## config.mk

```make
export PLATFORM = sky130hd
export DESIGN_NAME = pipe_multiplier
export DESIGN_NICKNAME = d
export VERILOG_FILES = /design/src/rtl/pipe_multiplier.sv
export SDC_FILE = /design/constraint.sdc
export NUM_CORES = 1
export LEC_CHECK = 0
export ABC_CLOCK_PERIOD_IN_PS = 1650
export CORE_UTILIZATION = 47
export CTS_BUF_LIST = sky130_fd_sc_hd__clkbuf_4 sky130_fd_sc_hd__clkbuf_8
export CTS_CLUSTER_SIZE = 10
export DETAILED_ROUTE_END_ITERATION = 16
export GPL_TIMING_DRIVEN = 0
export PLACE_DENSITY = 0.77
export SLEW_MARGIN = 20
export SYNTH_ARGS = -nofsm -noshare
export SYNTH_HDL_FRONTEND = slang
export SYNTH_SLANG_ARGS = --single-unit
```

## constraint.sdc

```tcl
create_clock -name clk -period 1.65 [get_ports clk]
set_input_delay 0.33 -clock clk [delete_from_list [all_inputs] [get_ports clk]]
set_output_delay 0.33 -clock clk [all_outputs]
set_load 0.1 [all_outputs]
```

## src/rtl/pipe_multiplier.sv

```systemverilog
// Pipelined WIDTH x WIDTH multiplier: carry-save row compression spread over STAGES valid-tagged
// register stages, then a final carry-propagate add. Define PIPE_MULT_SIGNED_EN for two's complement.

module pipe_multiplier #(
    parameter int unsigned WIDTH  = 4,
    parameter int unsigned STAGES = 2
) (
    input  logic                 clk,
    input  logic                 rst,
    input  logic [WIDTH-1:0]     x,
    input  logic [WIDTH-1:0]     y,
    input  logic                 in_valid,
    output logic                 in_ready,
    output logic [2*WIDTH-1:0]   o,
    output logic                 out_valid,
    input  logic                 out_ready,
    output logic                 busy
);

    localparam int unsigned PW = 2 * WIDTH;
    // One row per partial product plus one row for the Baugh-Wooley correction constant.
    localparam int unsigned R  = WIDTH + 1;

    typedef logic [R-1:0][PW-1:0] rows_t;

    function automatic int unsigned num_levels(input int unsigned rows);
        int unsigned n;
        int unsigned cnt;
        n   = rows;
        cnt = 0;
        while (n > 2) begin
            n   = 2 * (n / 3) + n % 3;
            cnt = cnt + 1;
        end
        return cnt;
    endfunction

    localparam int unsigned NLEV = num_levels(R);
    localparam int unsigned LPS  = (NLEV + STAGES - 1) / STAGES;

    // Compression levels completed by the end of stage k.
    function automatic int unsigned levels_done(input int unsigned k);
        int unsigned n;
        n = (k + 1) * LPS;
        return (n < NLEV) ? n : NLEV;
    endfunction

    function automatic rows_t gen_pp(input logic [WIDTH-1:0] a, input logic [WIDTH-1:0] b);
        rows_t r;
        r = '0;
        for (int i = 0; i < int'(WIDTH); i++) begin
            for (int j = 0; j < int'(WIDTH); j++) begin
`ifdef PIPE_MULT_SIGNED_EN
                // Cross terms with exactly one sign bit are complemented.
                r[i][i+j] = (a[j] & b[i]) ^ ((i == int'(WIDTH) - 1) != (j == int'(WIDTH) - 1));
`else
                r[i][i+j] = a[j] & b[i];
`endif
            end
        end
`ifdef PIPE_MULT_SIGNED_EN
        r[R-1][WIDTH] = 1'b1;
        r[R-1][PW-1]  = 1'b1;
`endif
        return r;
    endfunction

    // One level of full adders: each group of three rows becomes a sum row and a carry row,
    // results packed to the front so unused rows stay zero.
    function automatic rows_t csa_level(input rows_t a);
        rows_t          r;
        logic [PW-1:0]  s;
        logic [PW-1:0]  c;
        r = '0;
        for (int g = 0; g < int'(R / 3); g++) begin
            s = a[3*g] ^ a[3*g+1] ^ a[3*g+2];
            c = (a[3*g] & a[3*g+1]) | (a[3*g] & a[3*g+2]) | (a[3*g+1] & a[3*g+2]);
            r[2*g]   = s;
            r[2*g+1] = c << 1;
        end
        for (int t = 0; t < int'(R % 3); t++) begin
            r[2*int'(R/3)+t] = a[3*int'(R/3)+t];
        end
        return r;
    endfunction

    function automatic rows_t reduce(input rows_t a, input int unsigned levels);
        rows_t r;
        r = a;
        for (int unsigned l = 0; l < levels; l++) begin
            r = csa_level(r);
        end
        return r;
    endfunction

    function automatic logic [PW-1:0] cpa(input rows_t a);
        return a[0] + a[1];
    endfunction

    logic          adv;
    logic [PW-1:0] o_d, o_q;
    logic          out_valid_d, out_valid_q;
    logic          stage_busy;

    always_comb begin
        adv      = !out_valid_q || out_ready;
        in_ready = adv;
    end

    generate
        if (STAGES == 1) begin : g_single
            always_comb begin
                o_d         = cpa(reduce(gen_pp(x, y), NLEV));
                out_valid_d = in_valid;
                stage_busy  = 1'b0;
            end
        end else begin : g_multi
            rows_t             stg_d [STAGES-1];
            rows_t             stg_q [STAGES-1];
            logic [STAGES-2:0] vld_d;
            logic [STAGES-2:0] vld_q;

            always_comb begin
                stg_d[0] = reduce(gen_pp(x, y), levels_done(0));
                vld_d[0] = in_valid;
                for (int k = 1; k < int'(STAGES) - 1; k++) begin
                    stg_d[k] = reduce(stg_q[k-1], levels_done(k) - levels_done(k - 1));
                    vld_d[k] = vld_q[k-1];
                end
                o_d         = cpa(reduce(stg_q[STAGES-2], NLEV - levels_done(STAGES - 2)));
                out_valid_d = vld_q[STAGES-2];
                stage_busy  = |vld_q;
            end

            always_ff @(posedge clk or posedge rst) begin
                if (rst) begin
                    vld_q <= '0;
                end else if (adv) begin
                    vld_q <= vld_d;
                end
            end

            // Data rows carry no reset; their valid bits gate every use.
            always_ff @(posedge clk) begin
                if (adv) begin
                    for (int k = 0; k < int'(STAGES) - 1; k++) begin
                        stg_q[k] <= stg_d[k];
                    end
                end
            end
        end
    endgenerate

    always_ff @(posedge clk or posedge rst) begin
        if (rst) begin
            o_q         <= '0;
            out_valid_q <= 1'b0;
        end else if (adv) begin
            o_q         <= o_d;
            out_valid_q <= out_valid_d;
        end
    end

    always_comb begin
        o         = o_q;
        out_valid = out_valid_q;
        busy      = stage_busy | out_valid_q;
    end

endmodule

```

==> implementation parameters, run 1 <==
Parameter                              Value

Run status
  Run status    finished with violations
  Failing checks    setup timing

GRT
  First-pass GRT wire length    2532 um
  Via count of the first global-routing pass    629
  Total global routing track utilization    13.73%
  Met1 routing resource usage after global routing    13.47%
  Remaining global-route overflow    0
  Antenna violations before repair    0
  Global-route met3 utilization    2.121%
  Met2 global-route usage    26.89%
  Pin count of the biggest net entering global routing    22
  Most Used Layer, Global Route    met2

Synth
  Area leader, netlist    sky130_fd_sc_hd__edfxtp_1
  Most frequent cells after synthesis    sky130_fd_sc_hd__edfxtp_1, sky130_fd_sc_hd__and2_1, sky130_fd_sc_hd__dfrtp_1, sky130_fd_sc_hd__ha_1, sky130_fd_sc_hd__mux2_2
  Avg Synthesized Cell Area    14.37 sq um
  Number of unique standard cell types used by synthesis    17
  Most frequent cell after synthesis    sky130_fd_sc_hd__edfxtp_1
  Post-synthesis instance area    1092 sq um
  Area share of the largest cell type after synthesis    30.24%
  Flops & latches, synth    21
  Part of the Yosys area used for sequential elements    53.15%
  Synthesis Warnings    0
  Fraction of synthesis flops using an asynchronous set or reset pin    47.62%
  Dominant register cell in the synthesized netlist    sky130_fd_sc_hd__edfxtp_1
  Synth top area cells    sky130_fd_sc_hd__edfxtp_1, sky130_fd_sc_hd__dfrtp_1, sky130_fd_sc_hd__ha_1
  Cells after synthesis    76
  EDFF count, synth    11
  Mapped Nets    104

Critical path
  Crit path launch type    register
  Arrival time at the worst endpoint    1.88 ns
  Crit path kind    reg -> reg
  Setup slack of the most critical reg-to-reg path    -0.04 ns
  Largest fanout of any net on the critical path    2
  Worst setup EP type    register
  Required @ worst endpoint    1.84 ns

STA
  Maximum clock frequency    591.5 MHz
  Final critical-path share of the clock period    102.5%
  Worst hold margin    0.2975 ns
  Least setup slack across all paths after layout    -0.04049 ns
  Worst max-slew margin expressed relative to the limit    63.75%
  Final-report hold violation count    0
  Clock Skew    0.002231 ns
  Worst Max-Slew Pin Slew    0.5464 ns
  RSZ-0062 raised after global routing    true
  Number of setup violations in the final report    2
  Time the final worst path needs with I/O delays and setup    1.690 ns
  Pins over their slew limit    0

Layout
  Total number of nets in the final design    133
  Post-Layout Inst Area    1501 sq um
  Fraction of the core area covered by cells at the end of the flow    68.53%
  Fraction of layout cells with a size suffix above 1    36.54%
  Area of the multi-input gates    550.5 sq um
  Register Area    581.8 sq um
  Total inserted antenna cells    0
  Layout Area Growth over Synthesis    37.46%
  Filler-free cell count of the finished design    132
  Layout filler cell count    157

Die
  Number of standard-cell rows in the floorplan    17
  Die Y-Extent    50.21 um
  I/O pin total    23
  Width of the die    50.21 um
  Die area    2521 sq um
  Core area    2191 sq um
  Effective utilization at floorplan    49.86%

Power and ir drop
  Power per unit of standard cell area    1336 nW/um^2
  Static leakage    0.6616 nW
  Worst IR drop on VDD    948.3 uV

Drt
  Via density per instance    4.977
  Post-detailed-route wirelength per cell    13.09 um
  Drt total wl    1728 um
  Remaining routing DRC violations    0
  TritonRoute pass-1 iters    4
  Number of violations reported at the end of detailed-routing iteration 0    7
  Antenna-violating nets left    0
  Count of vias placed by the detailed router    657

CTS
  CTS tree    yes
  H-tree lvl count    1
  Clock network latency to the later pin of the worst-skew pair    0.29 ns
  Root Buffer Master    sky130_fd_sc_hd__clkbuf_4
  Clk sink count    21
  Hold buffer count at cts    0
  TritonCTS buffer count    3
  Buffer depth of the longest clock path    2
  Clock transition time at the flip-flop clock pins of the worst setup and hold paths    0.11 ns

Job
  Max-cap check violation count    0

Placed design
  Inst Count DP    126
  Port Buffers    22
  Final RePlAce weighted congestion    0.7145
  Placement Setup Slack    -1.041 ns
  Cell area after placement    1355 sq um

Hold path
  Min-Delay Path Class    in -> async
==> cells by family (layout without fill, tap and decap cells) <==
group,Yosys count,count (layout),synth area share (%)
xor+xnor,2,2,1.604
simple gates,20,20,9.851
compound gates,3,3,1.947
flops,21,21,53.15
fa+ha+maj,16,16,22.45
mux,8,8,8.591
buf+inv,6,34,2.406
==> state kept, by name (all words and copies together) (netlist names) <==
register / count
g_multi.stg_q: 11
g_multi.vld_q: 1
o: 8
out_valid: 1
==> path summary, 6_finish.rpt <==
check,start,end,cells past startpoint
max in group asynchronous,rst,out_valid,2
worst max register to register,g_multi.stg_q[0][4],o[5],4
min in group clk,g_multi.stg_q[0][0],o[0],1
worst max-delay path,g_multi.stg_q[0][4],o[5],4
worst min register to register,g_multi.stg_q[0][0],o[0],1
worst min-delay path,rst,o[4],2
==> what timing repair did <==
action	in CTS	in global routing
buffers inserted	1	0
gates cloned	0	1
setup endpoints to repair	17	6
pin swaps	5	6
resized for setup	58	7
==> metrics by stage <==
| step | TNS (ns) | power [mW] |
|---|---|---|
| 2_1_floorplan | -0.009019 | 1.466 |
| 3_3_place_gp | -5.489 | 1.680 |
| 3_5_place_dp | -5.896 | 1.701 |
| 4_1_cts | -0.09476 | 1.992 |
| 5_1_grt | -0.1670 | 2.097 |
| 6_report | -0.05139 | 2.006 |
==> power by group <==
| part | leakage, nW | internal [mW] | switching, mW |
|---|---|---|---|
| registers | 0.233 | 0.673 | 0.0548 |
| logic | 0.410 | 0.306 | 0.718 |
| clock network | 0.0184 | 0.110 | 0.143 |
| total | 0.662 | 1.09 | 0.916 |
==> area by class of cell <==
| class | instances | share of cell area (%) |
|---|---|---|
| sequential | 21 | 38.75 |
| inverter | 5 | 1.250 |
| multi-input combinational | 49 | 36.67 |
| clock buffer | 4 | 2.000 |
| timing repair buffer | 24 | 17.67 |
| buffer | 1 | 1.333 |
| tap | 28 | 2.333 |
==> critical path, cell delays in order, from the launching register on <==
cell and delay (ns):
sky130_fd_sc_hd__edfxtp_1 0.46, sky130_fd_sc_hd__ha_4 0.31, sky130_fd_sc_hd__ha_4 0.13, sky130_fd_sc_hd__fa_2 0.43, sky130_fd_sc_hd__mux2_2 0.27
==> cells in the final DEF, fill, tap and decap left out <==
cell type	count
sky130_fd_sc_hd__buf_4	2
sky130_fd_sc_hd__nand2_2	1
sky130_fd_sc_hd__dfrtp_2	1
sky130_fd_sc_hd__fa_1	4
sky130_fd_sc_hd__ha_1	6
sky130_fd_sc_hd__a21o_1	1
sky130_fd_sc_hd__mux2_4	1
sky130_fd_sc_hd__a21oi_2	1
sky130_fd_sc_hd__xnor2_1	2
sky130_fd_sc_hd__ha_4	4
sky130_fd_sc_hd__a21oi_1	1
sky130_fd_sc_hd__edfxtp_1	11
sky130_fd_sc_hd__inv_1	4
sky130_fd_sc_hd__clkdlybuf4s15_2	9
sky130_fd_sc_hd__mux2_2	7
sky130_fd_sc_hd__nor2_1	1
sky130_fd_sc_hd__inv_2	1
sky130_fd_sc_hd__dfrtp_1	9
sky130_fd_sc_hd__clkbuf_4	4
sky130_fd_sc_hd__nand2b_1	1
sky130_fd_sc_hd__nand2_1	5
sky130_fd_sc_hd__clkdlybuf4s15_1	2
sky130_fd_sc_hd__fa_2	2
sky130_fd_sc_hd__or2_2	1
sky130_fd_sc_hd__and2_1	10
sky130_fd_sc_hd__buf_12	2
sky130_fd_sc_hd__nand2b_4	1
sky130_fd_sc_hd__dlygate4sd2_1	5
sky130_fd_sc_hd__clkbuf_16	1
sky130_fd_sc_hd__clkdlybuf4s50_1	4
==> metal layers <==
| layer | vias to the layer above | part of all wire (%) |
|---|---|---|
| met2 | 21 | 57 |
| met4 | 0 | 0.69 |
| met3 | 2 | 4.5 |
| met5 | - | 0 |
| li1 | 312 | - |
| met1 | 322 | 37 |
(Power assumes the default switching activity.)
==> run 2, diff against run 1 <==
CORE_UTILIZATION = 45   (was 47)
PLACE_DENSITY = 0.75   (was 0.77)
TNS_END_PERCENT = 50   (was not set)
==> run 2 against run 1 <==
  * The run still ends with setup timing left
  * Sequential cell count stayed put
  * Final area down 3.0%
  * Total power fell by 0.94%
==> implementation parameters, run 2 (synthesis results as in run 1) <==
Parameter                              Value

Power and ir drop
  Power per unit of standard cell area    1364 nW/um^2 (was 1336 nW/um^2)
  Tot Pwr    1.987 mW (was 2.006 mW)
  Worst IR drop on VDD    1120 uV (was 948.3 uV)
  Static leakage    0.6609 nW (was 0.6616 nW)

Die
  Core area    2255 sq um (was 2191 sq um)
  Die area    2628 sq um (was 2521 sq um)
  Effective utilization at floorplan    48.45% (was 49.86%)
  I/O pin total    23 (unchanged)
  Number of standard-cell rows in the floorplan    17 (unchanged)
  Die Y-Extent    51.27 um (was 50.21 um)
  Width of the die    51.27 um (was 50.21 um)

Drt
  Total met3 wirelength after detailed routing    83 um (was 78 um)
  Detail Route met2 WL    861 um (was 991 um)
  Antenna-violating nets left    0 (unchanged)
  Metal1 wirelength    736 um (was 644 um)
  Remaining routing DRC violations    0 (unchanged)
  TritonRoute pass-1 iters    2 (was 4)
  Number of violations reported at the end of detailed-routing iteration 0    1 (was 7)
  Via density per instance    4.992 (was 4.977)
  Post-detailed-route wirelength per cell    13.18 um (was 13.09 um)
  Top routing layer used    met4 (unchanged)
  Drt total wl    1726 um (was 1728 um)
  Count of vias placed by the detailed router    654 (was 657)

Layout
  Register Area    581.8 sq um (unchanged)
  Filler-free cell count of the finished design    131 (was 132)
  Fraction of layout cells with a size suffix above 1    36.89% (was 36.54%)
  Area of the multi-input gates    549.3 sq um (was 550.5 sq um)
  Layout filler cell count    188 (was 157)
  Leading cell types in the layout, fill and taps excluded    sky130_fd_sc_hd__edfxtp_1, sky130_fd_sc_hd__and2_1, sky130_fd_sc_hd__dfrtp_1 (was sky130_fd_sc_hd__edfxtp_1, sky130_fd_sc_hd__and2_1, sky130_fd_sc_hd__dfrtp_1, sky130_fd_sc_hd__clkdlybuf4s15_2, sky130_fd_sc_hd__mux2_2)
  Largest register by flop count    g_multi.stg_q (unchanged)
  Most common cell after layout, fill and taps aside    sky130_fd_sc_hd__edfxtp_1 (unchanged)
  Total inserted antenna cells    0 (unchanged)
  Total number of nets in the final design    132 (was 133)
  Max reg flops    11 (unchanged)
  Layout Area Growth over Synthesis    33.33% (was 37.46%)

STA
  Clock Skew    0.003904 ns (was 0.002231 ns)
  Final critical-path share of the clock period    103.1% (was 102.5%)
  Number of setup violations in the final report    1 (was 2)
  Worst max-slew margin expressed relative to the limit    63.81% (was 63.75%)
  Pins over their slew limit    0 (unchanged)
  Time the final worst path needs with I/O delays and setup    1.701 ns (was 1.690 ns)
  Worst hold margin    0.2977 ns (was 0.2975 ns)
  Least setup slack across all paths after layout    -0.05116 ns (was -0.04049 ns)
  Maximum clock frequency    587.8 MHz (was 591.5 MHz)
  Final-report hold violation count    0 (unchanged)
  Worst Max-Slew Pin Slew    0.5455 ns (was 0.5464 ns)
  RSZ-0062 raised after global routing    true (unchanged)

Critical path
  Crit path launch type    register (unchanged)
  Crit path kind    reg -> reg (unchanged)
  Cell seen most often among critical-path stages    sky130_fd_sc_hd__ha_4 (unchanged)
  Required @ worst endpoint    1.84 ns (about the same)
  Largest fanout of any net on the critical path    2 (unchanged)
  Cell with the largest stage delay on the worst path    sky130_fd_sc_hd__fa_1 (was sky130_fd_sc_hd__edfxtp_1)
  Longest individual stage delay on the worst path    0.46 ns (about the same)
  Worst setup EP type    register (unchanged)
  Arrival time at the worst endpoint    1.89 ns (was 1.88 ns)
  Crit-path cells    ha_4, ha_4, fa_1, mux2_4 (was ha_4, ha_4, fa_2, mux2_2)

Placed design
  Port Buffers    22 (unchanged)
  Final RePlAce weighted congestion    0.7291 (was 0.7145)
  Estimated wirelength of the detail-placed design    1286 um
  Inst Count DP    126 (unchanged)

GRT
  Via count of the first global-routing pass    718 (was 629)
  First-pass GRT wire length    2932 um (was 2532 um)
  Pin count of the biggest net entering global routing    22 (unchanged)
  Antenna violations before repair    0 (unchanged)
  Remaining global-route overflow    0 (unchanged)
  Total global routing track utilization    15.99% (was 13.73%)

CTS
  H-tree lvl count    1 (unchanged)
  Root Buffer Master    sky130_fd_sc_hd__clkbuf_4 (unchanged)
  Clk sink count    21 (unchanged)
  Clock network latency to the later pin of the worst-skew pair    0.30 ns (was 0.29 ns)
  Buffer depth of the longest clock path    2 (unchanged)
  Hold buffer count at cts    0 (unchanged)
  CTS tree    yes (unchanged)
  TritonCTS buffer count    3 (unchanged)
  Clock transition time at the flip-flop clock pins of the worst setup and hold paths    0.11 ns (about the same)

Job
  Max-cap check violation count    0 (unchanged)

Run status
  Run status    finished with violations (unchanged)
  Failing checks    setup timing (unchanged)

Hold path
  Min-Delay Path Class    in -> async (unchanged)
run 2: cell count changes in the layout (fill, tap and decap cells not counted), sizes merged:
cell,change
clkdlybuf4s15,-1
clkdlybuf4s50,-1
clkbuf,+4
dlygate4sd2,-4
dlymetal6s2s,+1
run 2: worst max-delay path: cells and delay by family, from the launching register on:
kind | cells | cell delay (ns)
flip-flops | 1 | 0.43
multiplexers | 1 | 0.27
adder cells (fa/ha/maj) | 3 | 0.89
run 2: stage by stage:
| stage | worst slack, ns | setup TNS (ns) | instance area, sq um | utilization (%) |
|---|---|---|---|---|
| floorplan | -0.02747 | -0.03648 | 1097 | - |
| global placement | -1.027 | -5.561 | 1353 | 59.99 |
| detailed placement | -1.044 | -6.008 | 1353 | 59.99 |
| CTS | -0.1589 | -0.2797 | 1418 | 62.87 |
| global route | -0.07796 | -0.1542 | 1456 | 64.59 |
| finish | -0.05116 | -0.05116 | 1456 | 64.59 |
run 2: path summary, 6_finish.rpt:
path                                           from             endpoint  slack, ns  cells past startpoint
worst max-delay path            g_multi.stg_q[0][4]                 o[5]      -0.05                      4
worst min-delay path                            rst                 o[3]       0.30                      2
worst max register to register  g_multi.stg_q[0][4]                 o[5]      -0.05                      4
worst min register to register  g_multi.stg_q[0][2]                 o[2]       0.49                      1
max in group asynchronous                       rst            out_valid       1.06                      2
min in group clk                               y[0]  g_multi.stg_q[0][0]       0.37                      2
run 2: layout make-up:
cell class                      count  share of cell area [%]
Clock buffer                        4                   2.062
Sequential cell                    21                   39.95
Tap cell                           28                   2.405
Inverter                            5                   1.289
Buffer                              1                   1.375
Multi-Input combinational cell     49                   37.71
Timing Repair Buffer               23                   15.21
run 2: power breakdown:
| group | internal [mW] | switching [mW] | leakage (nW) |
|---|---|---|---|
| sequential | 0.673 | 0.0567 | 0.233 |
| combinational | 0.288 | 0.715 | 0.409 |
| clock | 0.111 | 0.144 | 0.0184 |
run 2: metal layers:
layer	up-vias	track usage [%]
met3	5	1.786
met2	24	30.04
met4	0	10.36
met1	311	16.54
met5	-	0
li1	314	-
run 2: what timing repair did:
action / in CTS / in global routing
setup endpoints to repair: 18 / 8
buffers inserted: 0 / 1
cloned: 0 / 0
pin swaps: 2 / 3
resized for setup: 54 / 18
